[src/rtl/router_reg_p.sv]
// Data/parity register stage between the router FSM and the output FIFOs.
// Forwards header and payload, buffers bytes while the FIFO is full, and checks the packet checksum.
module router_reg_p #(
    parameter int DATA_WIDTH  = 8,
    parameter int HOLD_DEPTH  = 2,
    parameter int PARITY_MODE = 0
) (
    input  logic                  clock,
    input  logic                  reset,
    input  logic                  pkt_valid,
    input  logic [DATA_WIDTH-1:0] data_in,
    input  logic                  fifo_full,
    input  logic                  detect_add,
    input  logic                  lfd_state,
    input  logic                  ld_state,
    input  logic                  laf_state,
    input  logic                  full_state,
    input  logic                  rst_int_reg,
    output logic [DATA_WIDTH-1:0] dout,
    output logic                  dout_valid,
    output logic                  hold_empty,
    output logic                  hold_overflow,
    output logic                  low_packet_valid,
    output logic                  parity_done,
    output logic                  err
);
    localparam int PTR_W = (HOLD_DEPTH > 1) ? $clog2(HOLD_DEPTH) : 1;
    localparam int CNT_W = $clog2(HOLD_DEPTH + 1);
    localparam logic [PTR_W-1:0] PTR_LAST = PTR_W'(HOLD_DEPTH - 1);
    localparam logic [CNT_W-1:0] CNT_FULL = CNT_W'(HOLD_DEPTH);

    function automatic logic [DATA_WIDTH-1:0] acc(input logic [DATA_WIDTH-1:0] a,
                                                  input logic [DATA_WIDTH-1:0] b);
        if (PARITY_MODE == 1) begin
            acc = a + b;
        end else begin
            acc = a ^ b;
        end
    endfunction

    function automatic logic [PTR_W-1:0] ptr_inc(input logic [PTR_W-1:0] p);
        if (p == PTR_LAST) begin
            ptr_inc = {PTR_W{1'b0}};
        end else begin
            ptr_inc = p + PTR_W'(1);
        end
    endfunction

    logic [DATA_WIDTH-1:0] r_buf_data [HOLD_DEPTH];
    logic                  r_buf_par  [HOLD_DEPTH];
    logic [PTR_W-1:0]      r_rd_ptr, r_wr_ptr;
    logic [CNT_W-1:0]      r_cnt;
    logic [DATA_WIDTH-1:0] r_header, r_int_par, r_pkt_par, r_dout;
    logic                  r_dout_valid, r_dout_par, r_drop_par;
    logic                  r_ovf, r_lpv, r_pdone, r_err;

    logic                  w_lfd, w_ld, w_laf;
    logic                  w_load, w_from_buf, w_push, w_pop, w_drop, w_done_trig;
    logic [DATA_WIDTH-1:0] w_dout_nxt;
    logic                  w_dpar_nxt;
    logic                  w_unused;

    // FIFO_FULL state needs no action here; the FSM uses hold_empty to leave LOAD_AFTER_FULL
    assign w_unused = full_state;

    assign w_lfd = lfd_state & ~detect_add;
    assign w_ld  = ld_state & ~detect_add & ~lfd_state;
    assign w_laf = laf_state & ~detect_add & ~lfd_state & ~ld_state;

    // Data-path decode: direct write, write-through-buffer, buffer push, or drop
    always_comb begin
        w_load     = 1'b0;
        w_from_buf = 1'b0;
        w_push     = 1'b0;
        w_pop      = 1'b0;
        w_drop     = 1'b0;
        if (w_ld) begin
            if (!fifo_full) begin
                w_load = 1'b1;
                if (r_cnt != {CNT_W{1'b0}}) begin
                    w_from_buf = 1'b1;
                    w_pop      = 1'b1;
                    w_push     = 1'b1;
                end else begin
                    w_from_buf = 1'b0;
                end
            end else if (r_cnt != CNT_FULL) begin
                w_push = 1'b1;
            end else begin
                w_drop = 1'b1;
            end
        end else if (w_laf) begin
            if (!fifo_full && (r_cnt != {CNT_W{1'b0}})) begin
                w_load     = 1'b1;
                w_from_buf = 1'b1;
                w_pop      = 1'b1;
            end else begin
                w_load = 1'b0;
            end
        end else if (w_lfd) begin
            w_load = 1'b1;
        end else begin
            w_load = 1'b0;
        end
    end

    // Select the byte (and its parity-byte tag) loaded into dout
    always_comb begin
        w_dout_nxt = data_in;
        w_dpar_nxt = ~pkt_valid;
        if (w_lfd) begin
            w_dout_nxt = r_header;
            w_dpar_nxt = 1'b0;
        end else if (w_from_buf) begin
            w_dout_nxt = r_buf_data[r_rd_ptr];
            w_dpar_nxt = r_buf_par[r_rd_ptr];
        end else begin
            w_dout_nxt = data_in;
            w_dpar_nxt = ~pkt_valid;
        end
    end

    assign w_done_trig = (r_dout_valid & r_dout_par) | r_drop_par;

    // Skid buffer storage
    always_ff @(posedge clock or posedge reset) begin
        if (reset) begin
            for (int i = 0; i < HOLD_DEPTH; i++) begin
                r_buf_data[i] <= {DATA_WIDTH{1'b0}};
                r_buf_par[i]  <= 1'b0;
            end
        end else if (w_push) begin
            r_buf_data[r_wr_ptr] <= data_in;
            r_buf_par[r_wr_ptr]  <= ~pkt_valid;
        end
    end

    // Skid buffer pointers and occupancy; a simultaneous push and pop leaves the count unchanged
    always_ff @(posedge clock or posedge reset) begin
        if (reset) begin
            r_rd_ptr <= {PTR_W{1'b0}};
            r_wr_ptr <= {PTR_W{1'b0}};
            r_cnt    <= {CNT_W{1'b0}};
        end else if (detect_add) begin
            r_rd_ptr <= {PTR_W{1'b0}};
            r_wr_ptr <= {PTR_W{1'b0}};
            r_cnt    <= {CNT_W{1'b0}};
        end else begin
            if (w_push) r_wr_ptr <= ptr_inc(r_wr_ptr);
            if (w_pop)  r_rd_ptr <= ptr_inc(r_rd_ptr);
            if (w_push && !w_pop) begin
                r_cnt <= r_cnt + CNT_W'(1);
            end else if (w_pop && !w_push) begin
                r_cnt <= r_cnt - CNT_W'(1);
            end
        end
    end

    // FIFO write port
    always_ff @(posedge clock or posedge reset) begin
        if (reset) begin
            r_dout       <= {DATA_WIDTH{1'b0}};
            r_dout_valid <= 1'b0;
            r_dout_par   <= 1'b0;
        end else if (w_load) begin
            r_dout       <= w_dout_nxt;
            r_dout_valid <= 1'b1;
            r_dout_par   <= w_dpar_nxt;
        end else begin
            r_dout_valid <= 1'b0;
        end
    end

    // Header capture and checksum accumulation; dropped payload still counts toward the checksum
    always_ff @(posedge clock or posedge reset) begin
        if (reset) begin
            r_header  <= {DATA_WIDTH{1'b0}};
            r_int_par <= {DATA_WIDTH{1'b0}};
            r_pkt_par <= {DATA_WIDTH{1'b0}};
        end else if (detect_add) begin
            if (pkt_valid) r_header <= data_in;
            r_int_par <= {DATA_WIDTH{1'b0}};
        end else if (w_lfd) begin
            r_int_par <= acc(r_int_par, r_header);
        end else if (w_ld && pkt_valid) begin
            r_int_par <= acc(r_int_par, data_in);
        end else if (w_ld) begin
            r_pkt_par <= data_in;
        end
    end

    // Packet status flags
    always_ff @(posedge clock or posedge reset) begin
        if (reset) begin
            r_ovf      <= 1'b0;
            r_lpv      <= 1'b0;
            r_drop_par <= 1'b0;
            r_pdone    <= 1'b0;
            r_err      <= 1'b0;
        end else if (detect_add) begin
            r_ovf      <= 1'b0;
            r_lpv      <= 1'b0;
            r_drop_par <= 1'b0;
            r_pdone    <= 1'b0;
            r_err      <= 1'b0;
        end else begin
            if (w_drop) r_ovf <= 1'b1;
            r_drop_par <= w_drop & ~pkt_valid;
            if (rst_int_reg) begin
                r_lpv <= 1'b0;
            end else if (w_ld && !pkt_valid) begin
                r_lpv <= 1'b1;
            end
            if (w_done_trig && !r_pdone) begin
                r_pdone <= 1'b1;
                r_err   <= (r_int_par != r_pkt_par) | r_ovf;
            end
        end
    end

    assign dout             = r_dout;
    assign dout_valid       = r_dout_valid;
    assign hold_empty       = (r_cnt == {CNT_W{1'b0}});
    assign hold_overflow    = r_ovf;
    assign low_packet_valid = r_lpv;
    assign parity_done      = r_pdone;
    assign err              = r_err;
endmodule

[config.mk]
export PLATFORM = sky130hd
export DESIGN_NAME = router_reg_p
export DESIGN_NICKNAME = d
export VERILOG_FILES = /design/src/rtl/router_reg_p.sv
export SDC_FILE = /design/constraint.sdc
export NUM_CORES = 1
export LEC_CHECK = 0
export CAP_MARGIN = 20
export CORE_UTILIZATION = 35
export DETAILED_ROUTE_END_ITERATION = 10
export GPL_TIMING_DRIVEN = 0
export PLACE_DENSITY = 0.66
export SETUP_SLACK_MARGIN = 0.5
export SYNTH_ARGS = -nofsm -noshare
export SYNTH_HDL_FRONTEND = slang
export SYNTH_SLANG_ARGS = --single-unit
[constraint.sdc]
create_clock -name clock -period 1.84 [get_ports clock]
set_clock_uncertainty 0.05 [all_clocks]
set_input_delay 0.368 -clock clock [delete_from_list [all_inputs] [get_ports clock]]
set_output_delay 0.368 -clock clock [all_outputs]
set_load 0.01 [all_outputs]
Word level (Yosys, flattened, before mapping)
Cells that the tools add are included.
{"block": "word_totals", "output_inout_bits": 14, "inputBits": 18, "register_bits": 61, "word_cells": 124}
{"block": "classes", "n_eq_ne": 2, "magnitude_cmp": 3, "muxes": 54, "reduce_logical": 23, "add_sub_neg": 4, "n_bitwise": 20}
{"cell": "two-way mux 8 bit", "n": 9}
{"cell": "two-way mux 1 bit", "n": 38}
{"cell": "bitwise mux 16 bit", "n": 1}
{"cell": "bitwise XOR 8 bit", "n": 2}
{"cell": "nonzero test 2 bit", "n": 5}
{"cell": "nonzero test 3 bit", "n": 3}
{"cell": "AND 1 bit", "n": 8}
{"cell": "demux 8 bit (select 1 bit)", "n": 1}
{"cell": "inequality test 8 bit", "n": 1}
{"cell": "logical AND 1 bit", "n": 7}
{"cell": "two-way mux 2 bit", "n": 3}
{"cell": "inverter 1 bit", "n": 6}
{"cell": "logical NOT 1 bit", "n": 5}
{"cell": ">= comparator 2 bit (second input constant)", "n": 2}
{"cell": "inverter 1 -> 2 bit", "n": 2}
{"cell": "AND reduction 4 bit", "n": 1}
{"cell": "adder 1 bit (second input constant)", "n": 2}
{"cell": "adder 2 x 1 -> 2 bit (second input constant)", "n": 1}
{"cell": "bitwise mux 2 bit", "n": 1}
{"cell": "logical NOT 2 bit", "n": 1}
{"cell": "< comparator 2 x 1 -> 1 bit (second input constant)", "n": 1}
{"cell": "inequality test 2 bit (second input constant)", "n": 1}
{"cell": "OR 1 bit", "n": 2}
{"cell": "AND reduction 2 bit", "n": 1}
{"cell": "other kinds (2)", "n": 2}

Depth between registers and ports, before layout
Gate-level depths: netlist of run 1.
{"block": "logic_depth", "ltp_word": 10, "ltp_mapped": 7, "ltp_nobuf": 4}

Worst setup path after synthesis of run 1
OpenSTA, ideal clock, no wires.
{"block": "synth_timing", "path_type": "reg-to-reg", "start": "reg r_cnt[0]", "end": "reg r_dout_par", "slack_ns": 0.239, "t_required_ns": 1.716, "path_stages_with_launch": 8, "setup_time_ns": 0.074, "t_arrival_ns": 1.477, "synth_period_minus_slack_ns": 1.601, "path_buffers": 3, "path_cell_list": "dfrtp_1 -> buf_6 -> or2_1 -> buf_6 -> o211a_1 -> buf_6 -> mux2_4 -> o21ai_2"}
{"block": "synth_between", "elab_chain_cells": 7, "elab_cells_between_ends": 11, "classes_between": "mux (9); reduce/logical (2)"}
{"item": "start: declaration", "line": "52", "source": "logic [CNT_W-1:0] r_cnt;"}
{"item": "start signal: assignment", "line": "143", "source": "r_cnt <= {CNT_W{1'b0}};"}
{"item": "start signal: assignment", "line": "147", "source": "r_cnt <= {CNT_W{1'b0}};"}
{"item": "start signal: assignment", "line": "152", "source": "r_cnt <= r_cnt + CNT_W'(1);"}
{"item": "nonzero test 2 bit *", "line": "80, 93"}
{"item": "logical AND 1 bit", "line": "93", "source": "if (!fifo_full && (r_cnt != {CNT_W{1'b0}})) begin"}
{"item": "two-way mux 1 bit", "line": "93"}
{"item": "two-way mux 1 bit", "line": "92", "source": "end else if (w_laf) begin"}
{"item": "two-way mux 1 bit", "line": "77", "source": "if (w_ld) begin"}
{"item": "two-way mux 1 bit", "line": "114", "source": "end else if (w_from_buf) begin"}
{"item": "two-way mux 1 bit", "line": "111", "source": "if (w_lfd) begin"}
{"item": "end signal: assignment", "line": "168", "source": "r_dout_par <= w_dpar_nxt;"}
{"item": "end: declaration", "line": "54", "source": "logic r_dout_valid, r_dout_par, r_drop_par;"}
Every way passes the cells marked *; elsewhere a longest branch is shown, timed or not.
A chain may end at the register's enable or synchronous reset.

Worst setup path after layout of run 1
{"block": "layout_timing", "start": "reg r_cnt[1]", "end": "reg r_dout_par"}
Same word-level chain as after synthesis.

==> summary.json, run 1 <==
{
  "outcome": {"value": "complete, no violations"},
  "critical_path.most_common_cell": {"value": "buf_6"},
  "grt_start_max_net_pins": {"value": 37},
  "coreArea": {"value": 0.007888, "unit": "mm2"},
  "postSynth.topFlopCell": {"value": "dfrtp_1"},
  "timing.max_cap.violations": {"value": 0},
  "final_period_minus_worst_setup_slack": {"value": 1751, "unit": "ps"},
  "filler_cell_count": {"value": 650},
  "power_leakage": {"value": 1.878, "unit": "nW"},
  "globalRoute.totalOverflow": {"value": 0},
  "async_reset_ff_share": {"value": 100.0, "unit": "%"},
  "timing.max_slew.rel_slack": {"value": 61.37, "unit": "%"},
  "dp_slack": {"value": -448.3, "unit": "ps"},
  "synth.cells.most_frequent": {"value": "61 x dfrtp_1, 37 x mux2_2, 18 x o21ai_0"},
  "multi_input_comb_area": {"value": 0.001560, "unit": "mm2"},
  "maxClockFrequency": {"value": 571.2, "unit": "MHz"},
  "worst-setup-path-type": {"value": "reg -> reg"},
  "yosys.area.top_type_share": {"value": 52.54, "unit": "%"},
  "peakVddDrop": {"value": 0.0004218, "unit": "V"},
  "tritoncts": {"value": "yes"},
  "insertedDiodeCount": {"value": 0},
  "placement.io_buffers": {"value": 29},
  "yosys.area.top_type": {"value": "dfrtp_1"},
  "yosysSeqAreaShare": {"value": 52.54, "unit": "%"},
  "die_height": {"value": 93.11, "unit": "um"},
  "chipWidth": {"value": 93.11, "unit": "um"},
  "post_synthesis_register_bit_count": {"value": 61},
  "dp_hpwl": {"value": 4361, "unit": "um"},
  "end_kind": {"value": "flip-flop"},
  "path_max_fanout": {"value": 7},
  "ctsRootBufferMaster": {"value": "clkbuf_8"},
  "yosysMostFrequentCell": {"value": "dfrtp_1"},
  "dr.first_iter.drc_count": {"value": 66},
  "critical_path_buf_inv_count": {"value": 3},
  "synth_cell_type_count": {"value": 41},
  "clock_sink_count": {"value": 61},
  "htree_num_levels": {"value": 3},
  "route.detailed.wl_per_inst": {"value": 17.11, "unit": "um"},
  "io_pins": {"value": 32},
  "first_global_vias": {"value": 2164},
  "rsz_0062_raised_after_global_routing": {"value": "yes"},
  "hold_viol": {"value": 0},
  "power_density": {"value": 967.4, "unit": "mW/mm2"},
  "antenna_found_initial": {"value": 0},
  "iteration_count_of_the_initial_detailed_routing_pass": {"value": 4},
  "floorplan.initialDensity": {"value": 36.83, "unit": "%"},
  "worst_hold_path_class": {"value": "in -> reg"},
  "worstPathArrival": {"value": 1970, "unit": "ps"},
  "worst_setup_hold_path_clk_slew": {"value": 70, "unit": "ps"},
  "area.growth.synth_to_final": {"value": 41.34, "unit": "%"},
  "tightest_slew": {"value": 578.3, "unit": "ps"},
  "nets": {"value": 320},
  "cp-start-kind": {"value": "flip-flop"},
  "postSynthNetCount": {"value": 254},
  "setup_viol_count_final": {"value": 0},
  "synth_warnings": {"value": 0},
  "placementRows": {"value": 32},
  "worstPathCellList": {"value": "or2_1, buf_6, buf_6, o211a_1, buf_6, mux2_4, o21ai_2"},
  "yosys-top-cells-area": {"value": "dfrtp_1 53%, mux2_2 14%, mux2i_1 5.9%"},
  "crit_slowest_cell": {"value": "dfrtp_2"},
  "post_synth.cell_area_avg": {"value": 12.31, "unit": "um2"},
  "drtAntennaViolNets": {"value": 0},
  "post-route-drc-count": {"value": 0},
  "global_route_wire_length_before_repair": {"value": 11540, "unit": "um"},
  "crit_path_max_incr_delay": {"value": 470, "unit": "ps"},
  "cts_inserted_buffers": {"value": 9},
  "clkLatencyLatePin": {"value": 350, "unit": "ps"},
  "timing_max_transition_violations_final": {"value": 0},
  "utilization": {"value": 52.06, "unit": "%"},
  "grt.total_usage": {"value": 17.86, "unit": "%"},
  "setup_ws": {"value": 89.26, "unit": "ps"},
  "post-layout-total-power": {"value": 3.973, "unit": "mW"},
  "layout.area.seq": {"value": 0.001528, "unit": "mm2"},
  "crit_path_leading_delay_family": {"value": "flip-flops"},
  "synth_enable_flop_cells": {"value": 0},
  "clock_path_buffers": {"value": 2},
  "synth_cells": {"value": 236},
  "finalCritPeriodShare": {"value": 95.15, "unit": "%"},
  "post_route_cells_drive_above_1_share": {"value": 45.60, "unit": "%"},
  "netlist_area": {"value": 0.002905, "unit": "mm2"},
  "detail_route.wirelength": {"value": 7000, "unit": "um"},
  "routability_congestion": {"value": 0.7676},
  "via_count": {"value": 2076},
  "design.die.area": {"value": 0.008669, "unit": "mm2"},
  "worstPathRequired": {"value": 2060, "unit": "ps"},
  "avgViaCountPerCell": {"value": 5.076}
}
==> logic make-up after synthesis <==
group	Yosys count	share of synthesized area, %
mux	55	20.71
flops	61	52.54
simple gates	36	6.718
buf+inv	20	4.091
xor+xnor	11	3.316
compound gates	53	12.62
==> stage by stage <==
stage / instance area, um2 / hold slack [ps] / instances / setup TNS [ps]
after floorplan: 3018 / 388.8 / 236 / 0
after detailed placement: 3456 / 422.9 / 368 / -17350
after global placement: 3436 / 414.2 / 367 / -20830
after CTS: 4030 / 314.5 / 407 / 0
final: 4106 / 318.9 / 409 / 0
after global routing: 4106 / 323.1 / 409 / 0
==> report_power, final <==
group / total (mW) / switching [mW] / internal, mW
Combinational: 0.761 / 0.323 / 0.438
Sequential: 1.69 / 0.143 / 1.54
Clock: 1.53 / 0.550 / 0.976
Total: 3.97 / 1.02 / 2.96
==> what timing repair did <==
action | 4_1_cts | 5_1_grt
pin swaps | 14 | 6
setup buffers | 21 | 2
hold buffers | 0 | 0
endpoints found under the setup margin | 75 | 50
resized for setup | 126 | 27
cloned | 2 | 0
==> per-layer routing <==
layer	part of all wire [%]	up-vias	GRT usage, %
li1	-	994	-
met3	2.3	13	2.846
met2	49	28	28.80
met1	46	1041	23.31
met5	0	-	0
met4	2.6	0	8.846
==> placed cells by master (no fill, tap or decap), types with 4 or more instances in the layout <==
cell type	instances
buf_6	16
mux2i_1	15
or3_1	8
dlymetal6s2s_1	4
dlygate4sd2_1	4
o21ai_0	10
o21ai_1	7
mux2_4	24
clkbuf_8	11
nor2_1	5
inv_1	6
buf_2	17
dfrtp_1	60
mux2_2	14
xnor2_1	8
buf_4	14
a21oi_1	12
==> worst min-delay path, cell delays in order <==
cell and delay [ps]:
clkbuf_16 150, nor2_1 50, o22ai_1 90
==> sequential cells by signal, summed over array words and instances (netlist names), 2 cells and up <==
signal      cells
r_buf_par       2
r_pkt_par       8
dout            8
r_header        8
r_buf_data     16
r_int_par       8
r_cnt           2
==> cell type report <==
| type | instances | share of cell area (%) |
|---|---|---|
| plain buffers | 12 | 3.047 |
| clock buffers | 11 | 3.687 |
| well taps | 102 | 3.108 |
| clock inverters | 5 | 2.590 |
| inverters | 8 | 0.8227 |
| repair buffers | 54 | 11.55 |
| flip-flops and latches | 61 | 37.20 |
| multi-input cells | 156 | 38.00 |
==> worst paths after layout <==
path	from	end	slack, ps	cells past startpoint
max in group asynchronous	reset	r_cnt[1]	800	3
hold reg to reg	r_buf_par[0]	r_buf_par[0]	440	2
setup / recovery	r_cnt[1]	r_dout_par	90	7
hold / removal	ld_state	r_cnt[0]	320	3
min in group asynchronous	reset	r_int_par[1]	380	2
setup reg to reg	r_cnt[1]	r_dout_par	90	7
Power figures use the tool's default switching activity.
==> inputs of run 2 (changes only) <==
--- a/config.mk
+++ b/config.mk
@@ -9,7 +9,7 @@
 export CORE_UTILIZATION = 35
 export DETAILED_ROUTE_END_ITERATION = 10
 export GPL_TIMING_DRIVEN = 0
-export PLACE_DENSITY = 0.66
+export PLACE_DENSITY = 0.64
 export SETUP_SLACK_MARGIN = 0.5
 export SYNTH_ARGS = -nofsm -noshare
 export SYNTH_HDL_FRONTEND = slang
==> constraint.sdc (replaced) <==
create_clock -name clock -period 2.3 [get_ports clock]
set_clock_uncertainty 0.05 [all_clocks]
set_input_delay 0.46 -clock clock [delete_from_list [all_inputs] [get_ports clock]]
set_output_delay 0.46 -clock clock [all_outputs]
set_load 0.01 [all_outputs]
==> run 2 against run 1 <==
Effect of this change: final cell count shrank 4.2%; critical path type is now reg -> out; non-clock buffer count shrank 13; critical path depth shrank 2; hold slack gained 110 ps; sequential cell count is the same; register-to-register slack gained 430 ps; highest routed layer unchanged; power shrank 30%; sequential share of layout area grew 4.1 points.
==> summary.json, run 2 (synthesis results as in run 1) <==
{
  "path_max_fanout": {"value": 2},
  "tritoncts": {"value": "yes"},
  "worstPathCellList": {"value": "buf_6, or2_1, buf_6, inv_1, buf_2"},
  "grt.met3_usage": {"value": 5.041, "unit": "%"},
  "outcome": {"value": "complete, no violations"},
  "insertedDiodeCount": {"value": 0},
  "dr.first_iter.drc_count": {"value": 70},
  "registers.top_by_ff_count": {"value": "r_buf_data"},
  "power_leakage": {"value": 1.645, "unit": "nW"},
  "route.detailed.wl_per_inst": {"value": 16.60, "unit": "um"},
  "finalCritPeriodShare": {"value": 78.63, "unit": "%"},
  "end_kind": {"value": "output port"},
  "htree_num_levels": {"value": 3},
  "critical_path.most_common_cell": {"value": "buf_6"},
  "cp-start-kind": {"value": "flip-flop"},
  "routability_congestion": {"value": 0.7882},
  "timing.max_cap.violations": {"value": 0},
  "crit_slowest_cell": {"value": "dfrtp_1"},
  "grt.total_usage": {"value": 16.13, "unit": "%"},
  "grt_start_max_net_pins": {"value": 32},
  "dp_slack": {"value": -122.0, "unit": "ps"},
  "utilization": {"value": 46.81, "unit": "%"},
  "globalRoute.totalOverflow": {"value": 0},
  "clock_sink_count": {"value": 61},
  "worst-setup-path-type": {"value": "reg -> out"},
  "global_route_wire_length_before_repair": {"value": 10390, "unit": "um"},
  "crit_path_max_incr_delay": {"value": 370, "unit": "ps"},
  "layout.cells.most_common": {"value": "dfrtp_1"},
  "dp_hpwl": {"value": 4414, "unit": "um"},
  "timing.max_slew.rel_slack": {"value": 54.09, "unit": "%"},
  "setup_ws": {"value": 491.5, "unit": "ps"},
  "avgViaCountPerCell": {"value": 5.230},
  "global_route.peak_usage_layer": {"value": "met2"},
  "global_route.usage.met2": {"value": 25.43, "unit": "%"},
  "coreArea": {"value": 0.007888, "unit": "mm2"},
  "detail_route.wirelength": {"value": 6507, "unit": "um"},
  "ctsRootBufferMaster": {"value": "clkbuf_8"},
  "first_global_vias": {"value": 1977},
  "worstPathArrival": {"value": 1300, "unit": "ps"},
  "worst_hold_path_class": {"value": "reg -> reg"},
  "nets": {"value": 306},
  "iteration_count_of_the_initial_detailed_routing_pass": {"value": 4},
  "flip_flop_count_of_the_largest_register_all_copies_and_words_added": {"value": 16},
  "power_density": {"value": 754.9, "unit": "mW/mm2"},
  "finish.cell_count_without_fillers": {"value": 392},
  "setup_viol_count_final": {"value": 0},
  "chipWidth": {"value": 93.11, "unit": "um"},
  "maxClockFrequency": {"value": 553.0, "unit": "MHz"},
  "antenna_found_initial": {"value": 0},
  "timing_max_transition_violations_final": {"value": 0},
  "placement.io_buffers": {"value": 29},
  "design.die.area": {"value": 0.008669, "unit": "mm2"},
  "critical_path_buf_inv_count": {"value": 4},
  "rsz_0062_raised_after_global_routing": {"value": "yes"},
  "post-route-drc-count": {"value": 0},
  "grt.met1_usage": {"value": 21.49, "unit": "%"},
  "floorplan.initialDensity": {"value": 36.83, "unit": "%"},
  "post_route_cells_drive_above_1_share": {"value": 29.66, "unit": "%"},
  "area.growth.synth_to_final": {"value": 27.09, "unit": "%"},
  "place_inst": {"value": 368},
  "post-layout-total-power": {"value": 2.787, "unit": "mW"},
  "timing.setup.tns": {"value": 0, "unit": "ps"},
  "worstPathRequired": {"value": 1790, "unit": "ps"},
  "drtAntennaViolNets": {"value": 0},
  "clock_path_buffers": {"value": 2},
  "worst_setup_hold_path_clk_slew": {"value": 60, "unit": "ps"},
  "crit_path_leading_delay_family": {"value": "flip-flops"},
  "layout.cells.most_common_list": {"value": "61 x dfrtp_1, 37 x mux2_2, 18 x o21ai_0, 18 x clkdlybuf4s50_1, 17 x mux2i_1"},
  "die_height": {"value": 93.11, "unit": "um"},
  "peakVddDrop": {"value": 0.0004156, "unit": "V"},
  "via_count": {"value": 2050},
  "clkLatencyLatePin": {"value": 340, "unit": "ps"},
  "placementRows": {"value": 32},
  "cts_inserted_buffers": {"value": 9},
  "final_period_minus_worst_setup_slack": {"value": 1808, "unit": "ps"},
  "hold_viol": {"value": 0},
  "io_pins": {"value": 32},
  "tightest_slew": {"value": 687.1, "unit": "ps"}
}
[run 2: cell types whose count changed in the layout (fill, tap and decap cells not counted), sizes merged, moves of 2 or more]
cell / before / now
clkdlybuf4s50: 3 / 18
dlymetal6s2s: 4 / 7
clkbuf: 13 / 15
dlygate4sd2: 4 / 1
bufinv: 3 / 1
buf: 52 / 23
[run 2: what timing repair did]
action                     CTS  global route
hold buffers                 0             0
setup endpoints to repair   50            18
pin swaps                    4             3
cloned                       1             0
gates resized for setup     18            12
buffers inserted             7             3
[run 2: per-layer routing]
layer / up-vias / share of wire, %
li1: 953 / -
met1: 1036 / 46
met2: 56 / 48
met3: 5 / 5.1
met4: 0 / 0.89
met5: - / 0
[run 2: metrics by stage]
stage / cell area, um2 / hold WS, ps
after global routing: 3692 / 463.1
final: 3692 / 433.0
after CTS: 3666 / 420.1
after global placement: 3327 / 411.2
after detailed placement: 3347 / 427.3
after floorplan: 2909 / 399.2
[run 2: path summary, 6_finish.rpt]
check	from	to	slack [ps]	cells past startpoint
setup / recovery	r_cnt[0]	hold_empty	490	5
hold / removal	r_buf_par[1]	r_buf_par[1]	430	2
setup reg to reg	r_cnt[0]	r_rd_ptr	520	9
hold reg to reg	r_buf_par[1]	r_buf_par[1]	430	2
max in group asynchronous	reset	r_pkt_par[5]	1100	3
min in group asynchronous	reset	r_buf_data[11]	520	2
[run 2: tightest hold or removal path, cell delays in order (launching register included)]
cell and delay (ps):
dfrtp_1 340, nand2_1 50, o21ai_0 60
[run 2: final cells by class]
cell class                      count  area (um2)
Fill cell                         721        4195
Sequential cell                    61        1526
Multi-Input combinational cell    155        1315
Timing Repair Buffer               41       404.1
Clock buffer                       11       151.4
Tap cell                          102       127.6
Buffer                             12       98.84
Clock inverter                      2       35.03
Inverter                            8       33.78
[run 2: power breakdown]
group	internal (mW)	switching [mW]	total, mW	leakage (nW)
Combinational	0.299	0.226	0.525	0.772
Clock	0.539	0.382	0.921	0.0971
Sequential	1.24	0.106	1.34	0.776
